`src/rtl/msg_pkg.sv`:
```
`default_nettype none
// ============================================================================
// Module   : msg_pkg
// Purpose  : Shared types and helpers for the TX message scheduler.
// Revision : 1.0  initial release
// ============================================================================
package msg_pkg;

   typedef enum logic [1:0] {
      MSG_NONE   = 2'b00,
      MSG_READY  = 2'b01,
      MSG_SHOT   = 2'b10,
      MSG_RESULT = 2'b11
   } msg_type_t;

   localparam logic [3:0] HDR_SYNC = 4'b1010;

   typedef enum logic [2:0] {
      ST_IDLE     = 3'd0,
      ST_SEND_HDR = 3'd1,
      ST_WAIT_HDR = 3'd2,
      ST_SEND_PAY = 3'd3,
      ST_WAIT_PAY = 3'd4,
      ST_WAIT_ACK = 3'd5,
      ST_DONE     = 3'd6
   } msg_state_t;

   function automatic logic [7:0] msg_header(input msg_type_t t);
      return {HDR_SYNC, 2'b00, t};
   endfunction

   // Bit order matches {res_done, shot_done, ready_done}.
   function automatic logic [2:0] msg_done_vec(input msg_type_t t);
      logic [2:0] v;
      v = 3'b000;
      case (t)
         MSG_READY:  v = 3'b001;
         MSG_SHOT:   v = 3'b010;
         MSG_RESULT: v = 3'b100;
         default:    v = 3'b000;
      endcase
      return v;
   endfunction

endpackage
`default_nettype wire

```
`src/rtl/msg_ack_timer.sv`:
```
`default_nettype none
// ============================================================================
// Module   : msg_ack_timer
// Purpose  : Ack-wait timeout counter and retry counter; exists only when
//            MSG_RETRY_EN is defined.
// Revision : 1.0  initial release
// ============================================================================
`ifdef MSG_RETRY_EN
module msg_ack_timer #(
   parameter int TIMEOUT_CYCLES = 6_500_000,
   parameter int MAX_RETRY      = 3
) (
   input  logic clk,
   input  logic rst,
   input  logic clear,
   input  logic enable,
   output logic timeout,
   output logic exhausted
);

   localparam int c_TMR_W = (TIMEOUT_CYCLES > 1) ? $clog2(TIMEOUT_CYCLES) : 1;
   localparam int c_RTY_W = (MAX_RETRY > 0) ? $clog2(MAX_RETRY + 1) : 1;
   localparam logic [c_TMR_W-1:0] c_TMR_LAST = c_TMR_W'(TIMEOUT_CYCLES - 1);
   localparam logic [c_RTY_W-1:0] c_RTY_MAX  = c_RTY_W'(MAX_RETRY);

   logic [c_TMR_W-1:0] r_timer;
   logic [c_RTY_W-1:0] r_retry;

   assign timeout   = enable && (r_timer == c_TMR_LAST);
   assign exhausted = (r_retry == c_RTY_MAX);

   always_ff @(posedge clk or posedge rst) begin
      if (rst) begin
         r_timer <= '0;
         r_retry <= '0;
      end else if (clear) begin
         r_timer <= '0;
         r_retry <= '0;
      end else if (enable) begin
         if (r_timer == c_TMR_LAST) begin
            r_timer <= '0;
            if (!exhausted) begin
               r_retry <= r_retry + c_RTY_W'(1);
            end
         end else begin
            r_timer <= r_timer + c_TMR_W'(1);
         end
      end
   end

endmodule
`endif
`default_nettype wire

```
`src/rtl/msg_tx_scheduler.sv`:
```
`default_nettype none
// ============================================================================
// Module   : msg_tx_scheduler
// Purpose  : Arbitrates game-control requests onto the UART TX as two-byte
//            frames; MSG_RETRY_EN adds ack wait, retransmit and link_err.
// Revision : 1.0  initial release
// ============================================================================
module msg_tx_scheduler
   import msg_pkg::*;
#(
   parameter int TIMEOUT_CYCLES = 6_500_000,
   parameter int MAX_RETRY      = 3
) (
   input  logic       clk,
   input  logic       rst,
   input  logic       ready_req,
   input  logic       shot_req,
   input  logic [7:0] shot_addr,
   input  logic       res_req,
   input  logic [7:0] res_data,
   output logic       ready_done,
   output logic       shot_done,
   output logic       res_done,
   output logic       tx_fail,
   output logic       busy,
   output logic [7:0] tx_data,
   output logic       tx_start,
   input  logic       tx_busy,
   input  logic       ack_rx,
   output logic       link_err
);

   msg_state_t r_state;
   msg_type_t  r_id;
   logic [7:0] r_payload;
   logic [7:0] r_tx_last;
   logic [2:0] r_done;
   logic       r_busy;
   logic       w_tx_start;
   logic [7:0] w_byte;

   // The strobe is decoded from state so the UART sees it in the cycle after
   // the grant; tx_data otherwise replays the last launched byte.
   assign w_byte     = (r_state == ST_SEND_PAY) ? r_payload : msg_header(r_id);
   assign w_tx_start = ((r_state == ST_SEND_HDR) || (r_state == ST_SEND_PAY)) && !tx_busy;
   assign tx_start   = w_tx_start;
   assign tx_data    = w_tx_start ? w_byte : r_tx_last;
   assign {res_done, shot_done, ready_done} = r_done;
   assign busy       = r_busy;

`ifdef MSG_RETRY_EN
   logic w_tmr_clear;
   logic w_tmr_en;
   logic w_timeout;
   logic w_exhausted;
   logic r_fail;
   logic r_tx_fail;
   logic r_link_err;

   assign w_tmr_clear = (r_state == ST_DONE);
   assign w_tmr_en    = (r_state == ST_WAIT_ACK);

   msg_ack_timer #(
      .TIMEOUT_CYCLES (TIMEOUT_CYCLES),
      .MAX_RETRY      (MAX_RETRY)
   ) u_ack_timer (
      .clk       (clk),
      .rst       (rst),
      .clear     (w_tmr_clear),
      .enable    (w_tmr_en),
      .timeout   (w_timeout),
      .exhausted (w_exhausted)
   );

   assign tx_fail  = r_tx_fail;
   assign link_err = r_link_err;
`else
   wire w_unused_ack = ack_rx;
   localparam int c_unused_cfg = TIMEOUT_CYCLES + MAX_RETRY;

   assign tx_fail  = 1'b0;
   assign link_err = 1'b0;
`endif

   always_ff @(posedge clk or posedge rst) begin
      if (rst) begin
         r_state   <= ST_IDLE;
         r_id      <= MSG_NONE;
         r_payload <= 8'h00;
         r_tx_last <= 8'h00;
         r_done    <= 3'b000;
         r_busy    <= 1'b0;
`ifdef MSG_RETRY_EN
         r_fail     <= 1'b0;
         r_tx_fail  <= 1'b0;
         r_link_err <= 1'b0;
`endif
      end else begin
         r_done <= 3'b000;
`ifdef MSG_RETRY_EN
         r_tx_fail <= 1'b0;
`endif
         if (w_tx_start) begin
            r_tx_last <= w_byte;
         end

         case (r_state)
            ST_IDLE: begin
               if (res_req) begin
                  r_id      <= MSG_RESULT;
                  r_payload <= res_data;
                  r_state   <= ST_SEND_HDR;
                  r_busy    <= 1'b1;
               end else if (shot_req) begin
                  r_id      <= MSG_SHOT;
                  r_payload <= shot_addr;
                  r_state   <= ST_SEND_HDR;
                  r_busy    <= 1'b1;
               end else if (ready_req) begin
                  r_id      <= MSG_READY;
                  r_payload <= 8'h00;
                  r_state   <= ST_SEND_HDR;
                  r_busy    <= 1'b1;
               end
            end
            ST_SEND_HDR: if (!tx_busy) r_state <= ST_WAIT_HDR;
            ST_WAIT_HDR: if (!tx_busy) r_state <= ST_SEND_PAY;
            ST_SEND_PAY: if (!tx_busy) r_state <= ST_WAIT_PAY;
            ST_WAIT_PAY: begin
               if (!tx_busy) begin
`ifdef MSG_RETRY_EN
                  r_state <= ST_WAIT_ACK;
`else
                  r_state <= ST_DONE;
                  r_done  <= msg_done_vec(r_id);
`endif
               end
            end
`ifdef MSG_RETRY_EN
            // Ack is tested first so it wins over a coincident timeout.
            ST_WAIT_ACK: begin
               if (ack_rx) begin
                  r_state <= ST_DONE;
                  r_done  <= msg_done_vec(r_id);
               end else if (w_timeout) begin
                  if (w_exhausted) begin
                     r_state   <= ST_DONE;
                     r_done    <= msg_done_vec(r_id);
                     r_fail    <= 1'b1;
                     r_tx_fail <= 1'b1;
                  end else begin
                     r_state <= ST_SEND_HDR;
                  end
               end
            end
`endif
            ST_DONE: begin
`ifdef MSG_RETRY_EN
               if (r_fail) r_link_err <= 1'b1;
               r_fail <= 1'b0;
`endif
               r_state <= ST_IDLE;
               r_busy  <= 1'b0;
            end
            default: begin
               r_state <= ST_IDLE;
               r_busy  <= 1'b0;
            end
         endcase
      end
   end

endmodule
`default_nettype wire

```
`config.mk`:
```
export PLATFORM = sky130hd
export DESIGN_NAME = msg_tx_scheduler
export DESIGN_NICKNAME = d
export VERILOG_FILES = /design/src/rtl/msg_pkg.sv /design/src/rtl/msg_ack_timer.sv /design/src/rtl/msg_tx_scheduler.sv
export SDC_FILE = /design/constraint.sdc
export NUM_CORES = 1
export LEC_CHECK = 0
export CORE_UTILIZATION = 43
export DETAILED_ROUTE_END_ITERATION = 7
export DONT_BUFFER_PORTS = 1
export PLACE_DENSITY = 0.65
export SLEW_MARGIN = 20
export SYNTH_ARGS = -nofsm -noshare
export SYNTH_HDL_FRONTEND = slang
export SYNTH_SLANG_ARGS = --single-unit
export TNS_END_PERCENT = 1
```
`constraint.sdc`:
```
create_clock -name clk -period 3.3 [get_ports clk]
set_clock_uncertainty 0.1 [all_clocks]
set_input_delay 0.495 -clock clk [delete_from_list [all_inputs] [get_ports clk]]
set_output_delay 0.495 -clock clk [all_outputs]
set_load 0.02 [all_outputs]
```
# After elaboration in Yosys (flattened, before gate mapping)
# Index checks and enable logic that the tools add are counted.
[word_totals]
output_inout_bits = 15
in_bits = 23
reg_bits = 25
word_cells = 51
[op_classes]
n_eq_ne = 12
bitwise_logic = 1
n_mux = 23
n_reduce_logical = 9
[op_table]
columns = ["cell", "count"]
rows = [
  ["two-way mux 8 bit", 5],
  ["two-way mux 3 bit", 9],
  ["one-hot mux 3 bit (5 select lines)", 1],
  ["one-hot mux 3 bit (3 select lines)", 1],
  ["inequality test 2 bit, second input constant", 4],
  ["equality test 3 x 2 -> 1 bit, second input constant", 2],
  ["two-way mux 2 bit", 3],
  ["AND reduction 5 bit", 1],
  ["equality test 2 bit, second input constant", 2],
  ["inequality test 4 bit, second input constant", 1],
  ["AND reduction 2 bit", 2],
  ["OR reduction 4 bit", 1],
  ["equality test 3 x 1 -> 1 bit, second input constant", 1],
  ["equality test 3 bit, second input constant", 1],
  ["zero test 3 bit", 1],
  ["two-way mux 1 bit", 3],
  ["nonzero test 3 bit", 1],
  ["equality test 2 x 1 -> 1 bit, second input constant", 1],
  ["one-hot mux 1 bit (2 select lines)", 1],
  ["logical AND 1 bit", 1],
  ["zero test 1 bit", 1],
  ["logical OR 1 bit", 1],
  ["inverter 1 bit", 1],
]

# Depth between registers and ports, before layout
# Gate-level depths: netlist of the first run.
[depth]
word_depth = 4
mapped_depth = 5
depth_no_buf = 3

# Least setup slack after synthesis of the first run
# OpenSTA, ideal clock, no wires.
[synth_timing]
kind = "register -> output"
startpoint = "reg r_state[0]"
endpoint = "out tx_data[2]"
path_slack_ns = 1.381
stages_incl_launch_ff = 4
t_required_ns = 2.705
arrival_ns = 1.324
n_path_buf = 1
path_cell_list = "dfrtp_1 -> nor3b_4 -> buf_6 -> o21ai_0"
[synth_via]
elab_chain_len = 4
elab_cells_between_ends = 6
cone_classes = "eq/ne: 2; mux: 2; reduce/logical: 2"
[synth_lines]
columns = ["element", "line_no", "text"]
rows = [
  ["start, declared", "msg_tx_scheduler.sv:33", "msg_state_t r_state;"],
  ["start signal, assigned", "msg_tx_scheduler.sv:87", "r_state <= ST_IDLE;"],
  ["start signal, assigned", "msg_tx_scheduler.sv:112", "r_state <= ST_SEND_HDR;"],
  ["start signal, assigned", "msg_tx_scheduler.sv:117", "r_state <= ST_SEND_HDR;"],
  ["equality test 3 x 1 -> 1 bit / equality test 3 x 2 -> 1 bit (equally long branches)", "msg_tx_scheduler.sv:45", "assign w_tx_start = ((r_state == ST_SEND_HDR) || (r_state == ST_SEND_PAY)) && !tx_busy;"],
  ["logical OR 1 bit (*)", "msg_tx_scheduler.sv:45", ""],
  ["logical AND 1 bit (*)", "msg_tx_scheduler.sv:45", ""],
  ["via tx_start", "msg_tx_scheduler.sv:27", "output logic tx_start,"],
  ["two-way mux 8 bit (*)", "msg_tx_scheduler.sv:47", "assign tx_data = w_tx_start ? w_byte : r_tx_last;"],
  ["end, declared", "msg_tx_scheduler.sv:26", "output logic [7:0] tx_data,"],
]
# The timed path passes the listed nets; every way through them passes the cells marked *.

# Worst setup path after layout of the first run
[layout_timing]
startpoint = "reg r_state[0]"
endpoint = "out tx_data[2]"
[layout_via]
elab_chain_len = 4
elab_cells_between_ends = 6
cone_classes = "eq/ne: 2; mux: 2; reduce/logical: 2"
[layout_lines]
columns = ["element", "line_no"]
rows = [
  ["equality test 3 x 1 -> 1 bit / equality test 3 x 2 -> 1 bit (equally long branches)", "msg_tx_scheduler.sv:45, msg_tx_scheduler.sv:44"],
  ["logical OR 1 bit", "msg_tx_scheduler.sv:45"],
  ["logical AND 1 bit", "msg_tx_scheduler.sv:45"],
  ["two-way mux 8 bit (*)", "msg_tx_scheduler.sv:47"],
]
# Every way passes the cells marked *; elsewhere a longest branch is shown, timed or not.

==> results by group, run 1 <==
Placed design
  • HPWL after DPL: 1481 um
  • Placed cell areas: 0.001157 mm^2
  • Number of buffers added on ports: 0
  • RePlAce Congestion: 0.6561

STA
  • Fin crit period: 2613 ps
  • RSZ-0062 raised after global routing: no
  • Final Hold Viols: 0
  • Setup-failing EPs final: 0
  • Achievable Freq: 382.7 MHz
  • Slew HR: 39.44%
  • Setup_tns: 0 ps
  • Tcrit/Tclk final: 79.19%
  • Max Slew Vio Count: 0
  • Worst Tran Pin Value: 907.4 ps

Clocking
  • TritonCTS Sinks: 25
  • Clock transition at the registers of the reported paths: 140 ps
  • CTS tree: built
  • Root Driver: clkbuf_4
  • CTS Buf Count: 3
  • CTS max path bufs: 2
  • Post-CTS setup buffers: 0
  • PostCTS Resize Cnt: 0
  • H-tree levels: 1
  • Cts hold-fix bufs: 0
  • Clock latency on the worst-skew pair: 310 ps

Critical path
  • CP max stage delay: 520 ps
  • Critical R2R Capture: r_tx_last[2]
  • Cell Chain, Critical Path: nor3b_4 -> buf_4 -> nand3_1 -> o21ai_0
  • Bufs and invs on worst path: 1
  • Critical Path RT: 2700 ps
  • Crit Path Max Fanout: 11
  • CP Capture Type: output port
  • Type of origin of the critical path: register
  • CP max stage cell: dfrtp_1
  • Setup Crit Path Kind: register to output port
  • RR Startpoint: r_state[0]
  • Reg2reg path depth: 4
  • Arr. time, crit path: 2020 ps
  • R2R setup slack: 1330 ps
  • Crit-path leading delay family: simple AND/OR/NAND/NOR gates

Detailed routing
  • First DRT Iteration DRCs: 7
  • Remaining antenna violation count: 0
  • Final wirelength: 2035 um
  • # DRC: 0
  • Drt via density: 5.455
  • Drt wl/cell: 15.42 um
  • First drt pass iteration count: 4
  • Vias: 720

Power
  • Peak supply drop: 0.3744 mV
  • Power consumption: 1078 uW
  • Pwr/cell area: 909.7 mW/mm^2
  • Leakage power: 0.0005188 uW

Synthesis
  • Compound-cell area share of the yosys netlist: 17.45%
  • Syn Std Cell Area: 0.001176 mm^2
  • Mapped Cells: 105
  • Post-synthesis xor/xnor area fraction: 0%
  • Post-synthesis simple-gate area fraction: 12.13%
  • Warning count from the yosys run: 0
  • Count of cell types in the netlist: 31
  • Avg Cell Area, Syn: 11.20 um^2
  • Largest family of logic cells by synthesized area: compound AO/OA/AOI/OAI gates
  • Post-synthesis mux area share: 8.298%
  • Number of synthesized register bits: 25
  • Post-synthesis adder-cell area fraction: 0%
  • Sequential fraction of the synthesis area: 53.19%

Die
  • Die W: 54.30 um
  • Starting Density: 46.63%
  • Die height: 54.30 um
  • Core area: 0.002522 mm^2
  • DIE AREA: 0.002948 mm^2
  • Row count: 18
  • Number of I/O pins: 38

Global routing
  • Largest net degree at the start of global routing: 26
  • Vias in the first global route: 729
  • Initial antenna violation count: 0
  • Global-route wire length before repair: 3243 um
  • GRT Total Usage: 15.78%
  • Grt ovf: 0

Cells and area
  • Commonest non-fill, non-tap cell in the layout: dfrtp_1
  • Layout cells sized above 1: 15.69%
  • Antenna cells: 0
  • Layout Nets: 126
  • Core Util, Final: 46.97%
  • Most frequent cells in the layout: dfrtp_1, a22o_1, inv_1
  • Design Area, Final: 0.001185 mm^2
  • Area grow syn2layout: 0.7450%

Run
  • Max Cap Violations: 0

Min path
  • Hold Crit Class: input port to asynchronous set/reset pin

Status
  • Outcome: complete, no violations
worst max path at each step:
stage	endpoint	cells after the start	slack, ps	start
global placement	tx_data[2]	4	1100	r_state[0]
global route	tx_data[2]	4	530	r_state[0]
floorplan	tx_data[2]	3	1380	r_state[0]
detailed placement	tx_data[2]	4	1040	r_state[0]
CTS	tx_data[2]	4	660	r_state[0]
finish	tx_data[2]	4	690	r_state[0]
Yosys cell counts:
cell type	n	area (um^2)
a22o_1	9	78.83
conb_1	1	3.750
and3_1	1	6.260
or2_1	1	6.260
a21bo_2	1	10.01
buf_6	3	33.78
a21oi_1	6	30.03
nor3b_1	2	15.01
dfrtp_1	25	625.6
nor2_2	1	6.260
inv_1	9	33.78
nand2_1	3	11.26
o21ai_0	7	35.03
a21oi_2	1	8.760
o21a_1	1	7.510
buf_4	2	15.01
buf_2	3	15.01
nor3b_4	1	18.77
nand3_1	4	20.02
mux2i_1	3	30.03
mux2_2	6	67.56
a31oi_1	2	12.51
clkbuf_1	1	3.750
nor3_4	1	16.27
a22oi_1	1	7.510
and3b_1	1	8.760
nor4b_1	1	8.760
nor2_1	5	18.77
a221oi_1	1	8.760
nor2b_1	1	6.260
o22ai_1	1	6.260
layout make-up:
type,count,area [um^2]
sequential,25,625.6
clock buffer,3,22.52
timing repair buffer,1,7.507
inverter,9,33.78
tap,30,37.54
clock inverter,1,5.005
fill,260,1338
multi-input combinational,63,452.9
sequential cells by signal, indices dropped and copies added (netlist names):
name	count
busy	1
r_done	3
r_id	2
r_payload	8
r_state	3
r_tx_last	8
worst reg2reg max path, delay by kind of cell (launching register included):
family	cells	cell delay, ps
DFF	1	520
buffers and inverters	1	270
and+or+nand+nor	2	580
AOI/OAI and AO/OA	1	330
kinds of logic (layout without fill, tap and decap cells):
logic type / Yosys count / count (layout)
compound gates: 30 / 30
buf+inv: 18 / 14
flops: 25 / 25
mux: 9 / 9
other cells: 1 / 2
simple gates: 22 / 22
stage by stage:
stage | hold WS (ps) | setup WS [ps] | std cells
final | 141.5 | 686.9 | 132
after global routing | 216.8 | 529.9 | 132
after CTS | 185.2 | 660.9 | 132
after detailed placement | 392.2 | 1038 | 128
after global placement | 389.6 | 1102 | 128
after floorplan | 339.0 | 1381 | 106
where the power goes:
group | switching [uW] | internal [uW]
Clock | 93.3 | 45.4
Sequential | 119 | 420
Combinational | 227 | 173
routing by layer:
layer	up-vias	GRT usage (%)	routed length [um]
met5	-	0	0
met4	0	7.692	15
met3	2	6.111	152
met2	17	24.39	977
met1	344	19.09	890
li1	357	-	-
Power figures use the tool's default switching activity.
==> run 2: changes to the inputs <==
Clock period 3.3 ns to 2.5 ns, I/O delays scaled along.
==> results by group, run 2 (synthesized netlist as in run 1, its figures left out) <==
Critical path
  • Critical path launch point: r_state[0]
  • Type of origin of the critical path: register
  • Setup Crit Path Kind: register to output port
  • Critical R2R Capture: r_payload[2]
  • Crit Path Max Fanout: 17 (+6)
  • Critical Path RT: 2030 ps (-670 ps)
  • CP Capture Type: output port
  • Reg2reg path depth: 3 (-1)
  • RR Startpoint: r_state[1]
  • Arr. time, crit path: 1800 ps (-220 ps)
  • R2R setup slack: 580 ps (-750 ps)

Min path
  • Hold Crit Class: input port to asynchronous set/reset pin

Detailed routing
  • Final wirelength: 2028 um (-0.34%)
  • # DRC: 0 (unchanged)
  • First drt pass iteration count: 4 (unchanged)
  • Drt via density: 5.526 (+1.3%)
  • Vias: 757 (+5.1%)
  • Remaining antenna violation count: 0 (unchanged)
  • Drt wl/cell: 14.80 um (-4.0%)
  • First DRT Iteration DRCs: 7 (unchanged)

STA
  • Setup WS post-layout: 229.9 ps (-457.0 ps)
  • Final Hold Viols: 0 (unchanged)
  • Tcrit/Tclk final: 90.80%
  • Worst Tran Pin Value: 900.1 ps (-7.284 ps)
  • RSZ-0062 raised after global routing: no
  • Setup_tns: 0 ps (unchanged)
  • Slew HR: 39.93% (+0.49 points)
  • Max Slew Vio Count: 0 (unchanged)
  • Fin crit period: 2270 ps
  • Setup-failing EPs final: 0 (unchanged)
  • Achievable Freq: 440.5 MHz

Die
  • Starting Density: 46.63% (unchanged)
  • Row count: 18 (unchanged)
  • DIE AREA: 0.002948 mm^2 (unchanged)
  • Die height: 54.30 um (unchanged)
  • Core area: 0.002522 mm^2 (unchanged)
  • Die W: 54.30 um (unchanged)
  • Number of I/O pins: 38 (unchanged)

Clocking
  • H-tree levels: 1 (unchanged)
  • Clock latency on the worst-skew pair: 310 ps (about the same)
  • Root Driver: clkbuf_4
  • TritonCTS Sinks: 25 (unchanged)
  • Clock transition at the registers of the reported paths: 130 ps (about the same)
  • CTS Buf Count: 3 (unchanged)
  • PostCTS Resize Cnt: 0 (unchanged)
  • CTS tree: built
  • CTS max path bufs: 2 (unchanged)

Global routing
  • Global-route wire length before repair: 3360 um (+3.6%)
  • Grt ovf: 0 (unchanged)
  • GRT Total Usage: 16.10% (+0.32 points)
  • Vias in the first global route: 745 (+2.2%)
  • Initial antenna violation count: 0 (unchanged)
  • Largest net degree at the start of global routing: 26 (unchanged)

Run
  • Max Cap Violations: 0 (unchanged)

Placed design
  • HPWL after DPL: 1516 um (+2.4%)
  • Worst slack at placement: 477.4 ps (-560.7 ps)
  • Number of buffers added on ports: 0 (unchanged)
  • RePlAce Congestion: 0.6724 (+2.5%)

Cells and area
  • Layout Nets: 131 (+4.0%)
  • Antenna cells: 0 (unchanged)
  • Commonest non-fill, non-tap cell in the layout: dfrtp_1
  • Area grow syn2layout: 4.893%
  • Regs by FF count: r_payload x8, r_tx_last x8
  • Layout cells sized above 1: 18.69% (+3.0 points)
  • Most frequent cells in the layout: dfrtp_1, a22o_1, inv_1

Status
  • Outcome: complete, no violations

Power
  • Power consumption: 1496 uW (+39%)
  • Leakage power: 0.0005435 uW (+4.8%)
  • Pwr/cell area: 1213 mW/mm^2 (+33%)
  • Peak supply drop: 0.5601 mV (+50%)
## run 2: cell count changes in the layout (fill, tap and decap cells not counted)
| cell | before | now |
|---|---|---|
| buf_12 | 0 | 1 |
| buf_4 | 1 | 5 |
| clkinv_2 | 1 | 0 |
| clkbuf_1 | 0 | 1 |
## run 2: per-stage QoR
step / utilization (%) / cell area, um^2 / instances / hold slack, ps
5_1_grt: 48.91 / 1234 / 137 / 109.9
3_5_place_dp: 47.07 / 1187 / 132 / 393.9
6_report: 48.91 / 1234 / 137 / 32.40
3_3_place_gp: 47.07 / 1187 / 132 / 388.5
4_1_cts: 48.12 / 1214 / 136 / 69.79
2_1_floorplan: - / 1180 / 106 / 302.3
## run 2: layout make-up
cell class	instances	area (um^2)
clock buffer	4	26.28
tap	30	37.54
multi-input combinational	63	452.9
sequential	25	625.6
inverter	9	33.78
fill	242	1289
timing repair buffer	6	57.56
## run 2: worst max-delay path by stage
stage	to	slack (ps)	cells after the start
final	tx_data[6]	230	3
after global routing	tx_data[6]	110	3
after CTS	tx_data[6]	100	3
after detailed placement	tx_data[6]	480	3
after global placement	tx_data[7]	480	4
after floorplan	tx_data[2]	700	3
## run 2: power by group
group	internal [uW]	switching, uW
Clock	62.3	112
Sequential	555	164
Combinational	288	315
Total	905	591
## run 2: timing repair
action / 4_1_cts / 5_1_grt
setup buffers: 0 / 1
setup endpoints to repair: 0 / 5
hold buffers: 0 / 0
## run 2: critical path, cell delays in order, from the launching register on
cell	delay (ps)
dfrtp_1	500
nor3b_4	210
buf_12	160
o21ai_0	620
## run 2: layer usage
layer	vias up	wire (um)	GRT usage (%)
met2	22	942	24.59
met3	4	138	3.889
li1	369	-	-
met4	0	29	6.838
met1	362	918	21.71
met5	-	0	0
